### src/rtl/mem_arb_pkg.sv
// Shared types and constants for the memory port arbiter: FSM states,
// requester port IDs and timeout counter width.
package mem_arb_pkg;

  typedef enum logic [1:0] {
    IDLE   = 2'd0,
    BUSY_F = 2'd1,
    BUSY_D = 2'd2
  } arb_state_t;

  localparam logic PORT_F = 1'b0;
  localparam logic PORT_D = 1'b1;
  localparam int   CNT_W  = 8;

endpackage

### src/rtl/mem_arb_pick.sv
// Combinational winner select between fetch and data requesters.
// MEM_ARB_RR_EN selects round-robin on a tie; otherwise data always wins.
module mem_arb_pick
  import mem_arb_pkg::*;
(
  input  logic f_req,
  input  logic d_req,
`ifdef MEM_ARB_RR_EN
  input  logic last,
`endif
  output logic grant
);

  always_comb begin
    grant = PORT_F;
    if (f_req && d_req) begin
`ifdef MEM_ARB_RR_EN
      // On a tie, favour whichever port was not granted last time.
      grant = ~last;
`else
      grant = PORT_D;
`endif
    end else if (d_req) begin
      grant = PORT_D;
    end
  end

endmodule

### src/rtl/mux2_32.sv
// Existing 2:1 32-bit mux placed in front of the memory port.
module mux2_32 (
  input  logic        sel,
  input  logic [31:0] a,
  input  logic [31:0] b,
  output logic [31:0] y
);

  assign y = sel ? b : a;

endmodule

### src/rtl/mem_port_arbiter.sv
// Shares one 32-bit memory port between fetch and load/store requesters,
// with a timeout watchdog. Define MEM_ARB_RR_EN for round-robin arbitration.
module mem_port_arbiter
  import mem_arb_pkg::*;
#(
  parameter int TIMEOUT = 255
) (
  input  logic        clk,
  input  logic        rst_n,
  input  logic        f_req,
  input  logic [31:0] f_addr,
  input  logic        d_req,
  input  logic [31:0] d_addr,
  input  logic        d_we,
  input  logic [31:0] d_wdata,
  output logic        mem_sel,
  output logic        mem_req,
  output logic        mem_we,
  output logic [31:0] mem_addr,
  output logic [31:0] mem_wdata,
  input  logic        mem_ready,
  input  logic [31:0] mem_rdata,
  output logic [31:0] rdata,
  output logic        f_done,
  output logic        d_done,
  output logic        err
);

  localparam logic [CNT_W-1:0] TO_LAST = CNT_W'(TIMEOUT - 1);

  arb_state_t       state_q, state_d;
  logic [CNT_W-1:0] cnt_q, cnt_d;
  logic             sel_d, we_d, f_done_d, d_done_d, err_d, grant;
  logic [31:0]      rdata_d;

`ifdef MEM_ARB_RR_EN
  logic last_q, last_d;

  mem_arb_pick u_pick (.f_req(f_req), .d_req(d_req), .last(last_q), .grant(grant));
`else
  mem_arb_pick u_pick (.f_req(f_req), .d_req(d_req), .grant(grant));
`endif

  mux2_32 u_addr_mux  (.sel(mem_sel), .a(f_addr), .b(d_addr),  .y(mem_addr));
  mux2_32 u_wdata_mux (.sel(mem_sel), .a(32'd0),  .b(d_wdata), .y(mem_wdata));

  assign mem_req = (state_q != IDLE);

  always_comb begin
    state_d  = state_q;
    cnt_d    = cnt_q;
    sel_d    = mem_sel;
    we_d     = mem_we;
    rdata_d  = rdata;
    f_done_d = 1'b0;
    d_done_d = 1'b0;
    err_d    = 1'b0;
`ifdef MEM_ARB_RR_EN
    last_d   = last_q;
`endif
    unique case (state_q)
      IDLE: begin
        if (f_req || d_req) begin
          state_d = (grant == PORT_D) ? BUSY_D : BUSY_F;
          sel_d   = grant;
          we_d    = (grant == PORT_D) ? d_we : 1'b0;
          cnt_d   = '0;
`ifdef MEM_ARB_RR_EN
          last_d  = grant;
`endif
        end
      end
      BUSY_F, BUSY_D: begin
        // Completion and timeout both end the transaction; only a timeout flags err.
        if (mem_ready || cnt_q == TO_LAST) begin
          state_d  = IDLE;
          cnt_d    = '0;
          we_d     = 1'b0;
          f_done_d = (state_q == BUSY_F);
          d_done_d = (state_q == BUSY_D);
          err_d    = !mem_ready;
          if (mem_ready) rdata_d = mem_rdata;
        end else begin
          cnt_d = cnt_q + 1'b1;
        end
      end
      default: state_d = IDLE;
    endcase
  end

  always_ff @(posedge clk or negedge rst_n) begin
    if (!rst_n) begin
      state_q <= IDLE;
      cnt_q   <= '0;
      mem_sel <= 1'b0;
      mem_we  <= 1'b0;
      rdata   <= '0;
      f_done  <= 1'b0;
      d_done  <= 1'b0;
      err     <= 1'b0;
    end else begin
      state_q <= state_d;
      cnt_q   <= cnt_d;
      mem_sel <= sel_d;
      mem_we  <= we_d;
      rdata   <= rdata_d;
      f_done  <= f_done_d;
      d_done  <= d_done_d;
      err     <= err_d;
    end
  end

`ifdef MEM_ARB_RR_EN
  always_ff @(posedge clk or negedge rst_n) begin
    if (!rst_n) last_q <= PORT_F;
    else        last_q <= last_d;
  end
`endif

endmodule

### config.mk
export PLATFORM = sky130hd
export DESIGN_NAME = mem_port_arbiter
export DESIGN_NICKNAME = d
export VERILOG_FILES = /design/src/rtl/mem_arb_pkg.sv /design/src/rtl/mem_arb_pick.sv /design/src/rtl/mux2_32.sv /design/src/rtl/mem_port_arbiter.sv
export SDC_FILE = /design/constraint.sdc
export NUM_CORES = 1
export LEC_CHECK = 0
export CAP_MARGIN = 5
export CORE_ASPECT_RATIO = 1.25
export CORE_MARGIN = 2
export CORE_UTILIZATION = 28
export CTS_CLUSTER_SIZE = 20
export DETAILED_ROUTE_END_ITERATION = 8
export PLACE_DENSITY = 0.77
export SLEW_MARGIN = 10
export SYNTH_ARGS = -nofsm -noshare
export SYNTH_HDL_FRONTEND = slang
export SYNTH_SLANG_ARGS = --single-unit
### constraint.sdc
create_clock -name clk -period 1.7 [get_ports clk]
set_input_delay 0.34 -clock clk [delete_from_list [all_inputs] [get_ports clk]]
set_output_delay 0.34 -clock clk [all_outputs]
set_load 0.1 [all_outputs]
---- Yosys cells after proc, flatten, opt, wreduce, memory -nomap -nowiden ----
Cells that the tools add are included.
storage, ports and cells
  input bits .............................. 134
  flip-flop bits (word level) ............. 47
  logic and storage cells ................. 48
  output and inout bits ................... 102
cells by class
  add/subtract/negate cells ............... 1
  muxes and demuxes ....................... 21
  equal/unequal tests ..................... 5
  reduce and logical (&&, ||, !) cells .... 13
operator list
  cell                                            count
  2-to-1 mux 32 bit                               2
  2-to-1 mux 8 bit                                2
  one-hot mux 8 bit (2 select lines)              1
  2-to-1 mux 1 bit                                11
  adder 8 x 1 -> 8 bit (second input constant)    1
  == test 8 bit (second input constant)           1
  2-to-1 mux 2 bit                                3
  AND reduction 2 bit                             3
  AND reduction 3 bit                             2
  inequality test 2 bit (second input constant)   2
  one-hot mux 2 bit (2 select lines)              1
  nonzero test 2 bit                              2
  == test 2 x 1 -> 1 bit (second input constant)  1
  == test 2 bit (second input constant)           1
  logical NOT 2 bit                               1
  logical OR 1 bit                                2
  one-hot mux 1 bit (2 select lines)              1
  OR reduction 2 bit                              1
  logical AND 1 bit                               1
  logical NOT 1 bit                               1

---- Depth between registers and ports, before layout ----
Gate-level depths: netlist of run 1.
  word-level depth ........................ 5
  depth in mapped cells ................... 7
  mapped depth without buffers ............ 6

---- Cells and area by module ----
Synthesis of run 1 repeated with hierarchy kept, for this count alone.
second synthesis, totals
  cells, all modules ...................... 229
  area total of the unflattened synthesis .. 3144.3 um2
modules (own cells, without submodules)
  module            area each (um2)  instances  seq. area each (um2)  cells each
  mem_port_arbiter  2052.0           1          1176.1                156
  mux2_32           544.3            2          0.0                   36
  mem_arb_pick      3.8              1          0.0                   1

---- Worst setup path before layout of run 1 ----
OpenSTA, ideal clock, no wires.
  path type ............................... reg-to-output
  start ................................... register mem_sel
  end ..................................... output port mem_wdata[26]
  buffers on the path ..................... 2
  arrival ................................. 2.228 ns
  stages on the path, launching flop included .. 4
  path slack .............................. -0.868 ns
  data required time ...................... 1.360 ns
  path through ............................ dfrtp_1 > buf_2 > buf_2 > and2_1
between the ends
  longest elaborated chain between the ends .. 1
RTL lines
  element                 line                     RTL
  from (decl)             mem_port_arbiter.sv:16   output logic mem_sel,
  from (signal assigned)  mem_port_arbiter.sv:104  mem_sel <= sel_d;
  2-to-1 mux 32 bit       mux2_32.sv:9             assign y = sel ? b : a;
  to (decl)               mem_port_arbiter.sv:20   output logic [31:0] mem_wdata,
No other way between the ends.

---- Worst setup path in the final report of run 1 ----
  start ................................... register mem_sel
  end ..................................... output port mem_addr[0]
between the ends
  longest elaborated chain between the ends .. 1
RTL lines
  element            line                    RTL
  2-to-1 mux 32 bit  mux2_32.sv:9
  to (decl)          mem_port_arbiter.sv:19  output logic [31:0] mem_addr,
No other way between the ends.

==> results.ini, run 1 <==
[status]
status = finished, violations left
violations = setup timing

[grt]
first_global_vias = 3114
grt_antenna_before_repair = 0
grt_usage = 0.243
grt.overflow.total = 0
grt_first_pass_wirelength_um = 18700
grt_start_max_net_pins = 33

[worst_setup_path]
worstPathMaxFanout = 10
path_cells = buf_12 > mux2_4 > buf_12
crit_path_top_delay_cell = dfrtp_4
worst-setup-path-type = flop to primary output
cp.arrival_ns = 1.52
max_stage_delay_ns = 0.54
cp_data_required_time_ns = 1.36
critPathCaptureType = primary output
start_kind = flop
critPathMostFrequentCell = buf_12

[routing]
drtIter0Drc = 51
post_drt_via_cell_ratio = 4.73
ant_nets = 0
via_count = 2806
drc_errors = 0
drt-total-wl_um = 12500
wl_per_cell_um = 21.1
drtPass1Iterations = 4

[sta]
fin_crit_sh = 1.09
slew_headroom = 0.757
final_max_slew_viol_count = 0
tightest_slew_ns = 0.364
grt_setup_unrepaired = true
min_period_ns = 1.86
hold_viol = 0
hold_ws_ns = 0.497
setup_viol = 57
layout_setup_ws_ns = -0.160
fmax_mhz = 538
finClkSkew_ns = 0.00751

[placement]
finalWeightedCongestion = 0.898
dp_hpwl_um = 10200
dp_cells = 578
io_buffers = 235
place_ws_ns = -0.0857

[synth]
synth.area.top_cells = dfrtp_1 45%, mux2_2 28%, and2_1 7.7%, ha_1 2.4%, buf_2 1.5%
synth_area_mm2 = 0.00260
yosysTopAreaCellShare = 0.452
ys_ff_latch = 47
synth_area_leader_cell = dfrtp_1
yosysWarnings = 0
syn_nets = 361
avgSynthCellArea_um2 = 11.7
synth-seq-area-share = 0.452
synthCells = 222
ys_types = 35

[final_layout]
drive_gt1_frac = 0.502
postLayoutCoreUtil = 0.736
final_nets = 608
syn2layout_area_growth_pct = 157
layout.cells.non_filler = 593
num_antenna_cells = 0

[clock_network]
cts_buffer_depth = 2
cts_tree = built
clock-sinks = 47
clkTransAtPathRegs_ns = 0.06
insertion_delay_ns = 0.29
root_buffer = clkbuf_16
cts_buffers = 5
cts_htree_levels = 2

[floorplan]
rows = 39
start_util = 0.287
num_io_pins = 236
dieArea_mm2 = 0.0101
coreArea_mm2 = 0.00908
fp.dieH_um = 112
die_w_um = 90.2

[job]
drv_cap = 0

[hold_path]
hp-class = primary input to async pin

[Yosys cell counts]
cell type   n
mux2_2     64
dfrtp_1    47
and2_1     32
nand2_1    10
buf_2       8
nor2_1      7
o21ai_0     6
a21oi_1     5
ha_1        5
inv_1       4
a31oi_1     3
clkbuf_1    3
nand3_1     3
mux2i_1     2
nand4_1     2
nor3_1      2
a211oi_4    1
a21boi_0    1
a21o_2      1
a22o_1      1
a32o_1      1
a41oi_1     1
and3_1      1
and3_2      1
and4_4      1
buf_4       1
nand2b_1    1
nand2b_2    1
nand4b_1    1
nor3b_4     1
o211a_1     1
o21a_1      1
o21ai_2     1
o31ai_1     1
or3b_1      1
[logic make-up after synthesis]
family / synth area share
DFF: 0.452
AOI/OAI and AO/OA: 0.0659
muxes: 0.285
buffers and inverters: 0.0284
and+or+nand+nor: 0.145
adders and majority gates: 0.0240
[layout by cell type, fill, tap and decap left out, drive strengths merged, types with 2 or more instances in the layout]
cell | synthesis | routed
ha | 5 | 5
inv | 4 | 3
nand4 | 2 | 2
mux2i | 2 | 2
buf | 9 | 117
nor3 | 2 | 2
mux2 | 64 | 64
nor2 | 7 | 7
and3 | 2 | 2
nand3 | 3 | 3
o21ai | 7 | 7
nand2 | 10 | 10
and2 | 32 | 32
a31oi | 3 | 3
a21oi | 5 | 5
nand2b | 2 | 2
dfrtp | 47 | 47
clkbuf | 3 | 9
clkdlybuf4s50 | 0 | 132
[worst paths after layout]
check | start | to | slack [ns] | depth (start not counted)
min in group clk | cnt_q[0]$_DFFE_PN0P_ | cnt_q[0]$_DFFE_PN0P_ | 0.53 | 1
worst min register to register | cnt_q[0]$_DFFE_PN0P_ | cnt_q[0]$_DFFE_PN0P_ | 0.53 | 1
worst max register to register | cnt_q[0]$_DFFE_PN0P_ | cnt_q[5]$_DFFE_PN0P_ | 0.06 | 6
worst max-delay path | mem_sel$_DFFE_PN0P_ | mem_addr[0] | -0.16 | 3
worst min-delay path | rst_n | state_q[0]$_DFFE_PN0P_ | 0.50 | 2
max in group asynchronous | rst_n | rdata[24]$_DFFE_PN0P_ | 0.68 | 3
[stage by stage]
step | TNS (ns) | area [um^2]
4_1_cts | -5.01 | 6570
3_5_place_dp | -0.178 | 6360
5_1_grt | -8.72 | 6680
2_1_floorplan | -1.56 | 2800
3_3_place_gp | 0 | 6360
6_report | -7.04 | 6680
[worst max-delay path, delay by kind of cell (launching register included)]
family | cells | cell delay, ns
flops | 1 | 0.54
buf+inv | 2 | 0.35
mux | 1 | 0.33
[area by class of cell]
type,count,area (um^2)
multi-input combinational,159,1570
inverter,4,18.8
clock buffer,7,133
clock inverter,1,30.0
fill,583,2400
tap,123,154
timing repair buffer,252,3590
sequential,47,1180
[layer usage]
metal | vias up | track usage | share of wire
li1 | 1271 | - | -
met1 | 1361 | 0.262 | 0.34
met2 | 168 | 0.425 | 0.52
met3 | 6 | 0.127 | 0.13
met4 | 0 | 0.0503 | 0.0071
met5 | - | 0 | 0
[sequential cells by signal, indices dropped and copies added, names as in the netlist]
signal   cells
state_q      2
d_done       1
rdata       32
cnt_q        8
f_done       1
mem_we       1
mem_sel      1
err          1
[repair_timing]
action | CTS | global route
endpoints found under the setup margin | 35 | 59
hold buffers | 1 | 0
gates resized for setup | 10 | 8
endpoints found under the hold margin | 11 | 0
setup buffers | 0 | 4
gates cloned | 0 | 2
pin swaps | 1 | 1
Power of run 1 is not shown: default switching activity piles up to over one toggle a cycle in this logic, so the estimate is an artifact.
==> inputs of run 2 (changes only) <==
--- a/config.mk
+++ b/config.mk
@@ -8,11 +8,12 @@
 export CAP_MARGIN = 5
 export CORE_ASPECT_RATIO = 1.25
 export CORE_MARGIN = 2
-export CORE_UTILIZATION = 28
+export CORE_UTILIZATION = 31
+export CTS_CLUSTER_DIAMETER = 30
 export CTS_CLUSTER_SIZE = 20
 export DETAILED_ROUTE_END_ITERATION = 8
-export PLACE_DENSITY = 0.77
-export SLEW_MARGIN = 10
+export PLACE_DENSITY = 0.81
+export SLEW_MARGIN = 5
 export SYNTH_ARGS = -nofsm -noshare
 export SYNTH_HDL_FRONTEND = slang
 export SYNTH_SLANG_ARGS = --single-unit
==> constraint.sdc (replaced) <==
create_clock -name clk -period 2.1 [get_ports clk]
set_input_delay 0.42 -clock clk [delete_from_list [all_inputs] [get_ports clk]]
set_output_delay 0.42 -clock clk [all_outputs]
set_load 0.1 [all_outputs]
==> results.ini, run 2 (synthesis gave the netlist of run 1 again) <==
[status]
status = finished, final reports clean

[final_layout]
num_antenna_cells = 0  ; unchanged
syn2layout_area_growth_pct = 124
final_nets = 597  ; -1.8%
largest_reg_flops = 32  ; unchanged
fillCellCount = 548  ; -6.0%
reg_top3 = rdata x32, cnt_q x8, state_q x2
postLayoutCoreUtil = 0.713  ; -0.0232
drive_gt1_frac = 0.481  ; -0.0206
layout.cells.non_filler = 556  ; -6.2%
most-common-layout-cells = 132 x clkdlybuf4s50_1, 69 x buf_12, 63 x mux2_2
layout_commonest_cell = clkdlybuf4s50_1
multiInputGateArea_mm2 = 0.00140  ; -11%
largest_register = rdata
regArea_mm2 = 0.00118  ; -0.11%

[floorplan]
start_util = 0.318  ; +0.0309
fp.dieH_um = 106  ; -4.8%
dieArea_mm2 = 0.00915  ; -9.3%
rows = 37  ; -5.1%
coreArea_mm2 = 0.00819  ; -9.7%
die_w_um = 86.0  ; -4.7%
num_io_pins = 236  ; unchanged

[sta]
grt_setup_unrepaired = false
hold_ws_ns = 0.0806  ; -0.416 ns
min_period_ns = 1.95
fmax_mhz = 512
slew_headroom = 0.769  ; +0.0113
setup_viol = 0  ; -100%
tightest_slew_ns = 0.346  ; -0.0173 ns
final_max_slew_viol_count = 0  ; unchanged
fin_crit_sh = 0.930
finClkSkew_ns = 0.00718  ; -0.000328 ns
hold_viol = 0  ; unchanged
layout_setup_ws_ns = 0.148  ; +0.307 ns

[routing]
via_count = 2715  ; -3.2%
ant_nets = 0  ; unchanged
drt-total-wl_um = 11200  ; -11%
drc_errors = 0  ; unchanged
drtPass1Iterations = 7  ; +3
drtIter0Drc = 69  ; +35%
wl_per_cell_um = 20.1  ; -5.1%
post_drt_via_cell_ratio = 4.88  ; +3.2%

[clock_network]
insertion_delay_ns = 0.30  ; about the same
cts_hold_buf = 0  ; -1
clkTransAtPathRegs_ns = 0.09  ; +0.03 ns
cts_buffers = 5  ; unchanged
clock-sinks = 47  ; unchanged
cts_htree_levels = 2  ; unchanged
cts_tree = built
cts_buffer_depth = 2  ; unchanged
root_buffer = clkbuf_8

[grt]
grt_first_pass_wirelength_um = 16500  ; -12%
met1_usage = 0.254  ; -0.00807
grt-busiest-layer = met2
grt_antenna_before_repair = 0  ; unchanged
grt_start_max_net_pins = 48  ; +45%
grt_usage = 0.241  ; -0.00135
use_met3 = 0.124  ; -0.00230
first_global_vias = 2948  ; -5.3%
grt_use_met2 = 0.416  ; -0.00873
grt.overflow.total = 0  ; unchanged

[worst_setup_path]
max_stage_delay_ns = 0.52  ; -0.02 ns
path_cells = buf_4 > buf_16 > and2_2 > buf_12
worst-setup-path-type = flop to primary output
reg2reg_slack_ns = 0.36  ; +0.30 ns
crit_path_top_delay_cell = dfrtp_4
critPathCaptureType = primary output
cp_data_required_time_ns = 1.68  ; +0.32 ns
cp.arrival_ns = 1.53  ; about the same
worstPathMaxFanout = 33  ; +23
start_kind = flop

[placement]
dp_cells = 544  ; -5.9%
place_ws_ns = 0.188  ; +0.274 ns
dp_hpwl_um = 9000  ; -12%
io_buffers = 235  ; unchanged
finalWeightedCongestion = 0.862  ; -4.1%

[hold_path]
hp-class = primary input to async pin

[job]
drv_cap = 0  ; unchanged

-- run 2: changes by cell type in the layout (fill, tap and decap cells not counted), sizes merged --
cell	before	now
buf	117	109
clkinvlp	1	0
inv	3	5
clkbuf	9	5
clkinv	0	2
dlygate4sd3	1	0
bufinv	1	0
-- run 2: per-layer routing --
| metal | wire length, um | share of wire | up-vias |
|---|---|---|---|
| li1 | - | - | 1251 |
| met1 | 3780 | 0.34 | 1278 |
| met2 | 5580 | 0.50 | 170 |
| met3 | 1540 | 0.14 | 16 |
| met4 | 251 | 0.022 | 0 |
| met5 | 0 | 0 | - |
-- run 2: repair_timing --
action / 4_1_cts / 5_1_grt
endpoints found under the setup margin: 63 / 62
setup buffers: 1 / 3
resized for setup: 1 / 0
-- run 2: final cells by class --
type,instances,share of cell area
multi-input combinational,159,0.239
tap,97,0.0208
inverter,4,0.00257
sequential,47,0.202
clock inverter,3,0.00321
clock buffer,5,0.0118
timing repair buffer,241,0.521
-- run 2: critical path: cells and delay by family, from the launching register on --
kind                   cells  cell delay, ns
buffers and inverters      3            0.48
AND/OR/NAND/NOR            1            0.22
flip-flops                 1            0.52
-- run 2: final timing paths --
kind                                              from               endpoint  cells after the start
worst max-delay path               mem_sel$_DFFE_PN0P_          mem_wdata[26]                      4
worst min-delay path                             rst_n  rdata[22]$_DFFE_PN0P_                      2
worst max register to register  state_q[1]$_DFFE_PN0P_   cnt_q[6]$_DFFE_PN0P_                      6
worst min register to register    rdata[3]$_DFFE_PN0P_   rdata[3]$_DFFE_PN0P_                      1
max in group asynchronous                        rst_n    mem_sel$_DFFE_PN0P_                      2
min in group clk                  rdata[3]$_DFFE_PN0P_   rdata[3]$_DFFE_PN0P_                      1
-- run 2: per-stage QoR --
stage	area [um^2]	setup TNS [ns]
final	5840	0
after global routing	5840	0
after CTS	5790	-0.0506
after detailed placement	5670	0
after global placement	5670	0
after floorplan	2650	0
Power of run 2 is left out for the same reason.
==> inputs of run 3 (changes only) <==
--- a/config.mk
+++ b/config.mk
@@ -13,6 +13,7 @@
 export CTS_CLUSTER_SIZE = 20
 export DETAILED_ROUTE_END_ITERATION = 8
 export PLACE_DENSITY = 0.81
+export SKIP_LAST_GASP = 1
 export SLEW_MARGIN = 5
 export SYNTH_ARGS = -nofsm -noshare
 export SYNTH_HDL_FRONTEND = slang
==> results.ini, run 3 (synthesis gave the netlist of run 1 again) <==
[worst_setup_path]
startpoint = mem_sel$_DFFE_PN0P_
critPathCaptureType = primary output
cp_data_required_time_ns = 1.68  ; about the same
worstPathMaxFanout = 33  ; unchanged
r2r-start = state_q[1]$_DFFE_PN0P_
cp.arrival_ns = 1.53  ; about the same
start_kind = flop
reg2reg_depth = 6  ; unchanged
worst-setup-path-type = flop to primary output

[floorplan]
die_w_um = 86.0  ; unchanged
num_io_pins = 236  ; unchanged
fp.dieH_um = 106  ; unchanged
start_util = 0.318  ; unchanged
rows = 37  ; unchanged
dieArea_mm2 = 0.00915  ; unchanged
coreArea_mm2 = 0.00819  ; unchanged

[routing]
via_count = 2711  ; -0.15%
ant_nets = 0  ; unchanged
drtIter0Drc = 58  ; -16%
drc_errors = 0  ; unchanged
wl_per_cell_um = 20.1  ; about the same
drt-total-wl_um = 11200  ; about the same
drtPass1Iterations = 4  ; -3
post_drt_via_cell_ratio = 4.88  ; -0.15%

[final_layout]
multiInputGateArea_mm2 = 0.00139  ; -0.27%
drive_gt1_frac = 0.481  ; unchanged
largest_register = rdata
regArea_mm2 = 0.00118  ; unchanged
syn2layout_area_growth_pct = 124  ; about the same
num_antenna_cells = 0  ; unchanged
most-common-layout-cells = 132 x clkdlybuf4s50_1, 69 x buf_12, 64 x mux2_2
fillCellCount = 549  ; +0.18%
largest_reg_flops = 32  ; unchanged
reg_top3 = rdata x32, cnt_q x8, state_q x2
final_nets = 597  ; unchanged
layout_commonest_cell = clkdlybuf4s50_1

[clock_network]
clkTransAtPathRegs_ns = 0.10  ; about the same
root_buffer = clkbuf_8
cts_setup_buffers = 1  ; unchanged
cts_buffer_depth = 2  ; unchanged
cts_hold_buf = 0  ; unchanged
cts_tree = built
cts_buffers = 5  ; unchanged
ctsResizeCount = 0  ; -1
clock-sinks = 47  ; unchanged
cts_htree_levels = 2  ; unchanged
insertion_delay_ns = 0.30  ; about the same

[sta]
tightest_slew_ns = 0.352  ; +0.00582 ns
grt_setup_unrepaired = false
final_max_slew_viol_count = 0  ; unchanged
hold_viol = 0  ; unchanged
finClkSkew_ns = 0.00902  ; +0.00183 ns
setup_viol = 0  ; unchanged
slew_headroom = 0.765  ; -0.00389
fmax_mhz = 512  ; about the same
min_period_ns = 1.95  ; -0.000703 ns
fin_tns_setup_ns = 0  ; unchanged
fin_crit_sh = 0.929  ; about the same

[job]
drv_cap = 0  ; unchanged

[grt]
grt_start_max_net_pins = 48  ; unchanged
grt_usage = 0.242  ; +0.000486
grt_antenna_before_repair = 0  ; unchanged
first_global_vias = 2938  ; -0.34%
grt.overflow.total = 0  ; unchanged
grt_first_pass_wirelength_um = 16500  ; about the same

[placement]
io_buffers = 235  ; unchanged
finalWeightedCongestion = 0.862  ; unchanged
dp_hpwl_um = 9000  ; unchanged

[hold_path]
hp-class = primary input to async pin

[status]
status = finished, final reports clean

-- run 3: cell counts in the layout (fill, tap and decap cells not counted) --
Identical to the previous run, type by type.
-- run 3: critical path, cell delays in order (launching register included) --
cell and delay, ns:
dfrtp_4 0.52, buf_4 0.16, buf_16 0.16, and2_2 0.22
buf_12 0.16
-- run 3: metrics by stage --
| stage | util | setup slack (ns) | hold WS, ns | cells | cell area, um^2 |
|---|---|---|---|---|---|
| floorplan | - | 0.0332 | 0.124 | 222 | 2650 |
| global placement | 0.692 | 0.193 | 0.421 | 544 | 5670 |
| detailed placement | 0.692 | 0.188 | 0.423 | 544 | 5670 |
| CTS | 0.706 | -0.00757 | 0.0893 | 553 | 5780 |
| global route | 0.712 | 0.112 | 0.0998 | 556 | 5840 |
| finish | 0.712 | 0.148 | 0.0785 | 556 | 5840 |
-- run 3: layout make-up --
class,instances,area share
Sequential cell,47,0.202
Timing Repair Buffer,241,0.521
Clock inverter,3,0.00322
Tap cell,97,0.0208
Inverter,4,0.00257
Multi-Input combinational cell,159,0.239
Clock buffer,5,0.0118
-- run 3: routing by layer --
layer  routed length, um  vias to the layer above  GRT usage  share of wire
li1                    -                     1251          -              -
met1                3750                     1276      0.256           0.34
met2                5630                      168      0.415           0.50
met3                1530                       16      0.124           0.14
met4                 251                        0     0.0703          0.022
met5                   0                        -          0              0
-- run 3: final timing paths --
kind | slack, ns | to
max reg2reg | 0.36 | cnt_q[6]$_DFFE_PN0P_
max | 0.15 | mem_wdata[26]
min reg2reg | 0.51 | rdata[3]$_DFFE_PN0P_
max in group asynchronous | 1.78 | mem_sel$_DFFE_PN0P_
min in group clk | 0.51 | rdata[3]$_DFFE_PN0P_
min | 0.08 | rdata[22]$_DFFE_PN0P_
Power of run 3 is left out for the same reason.
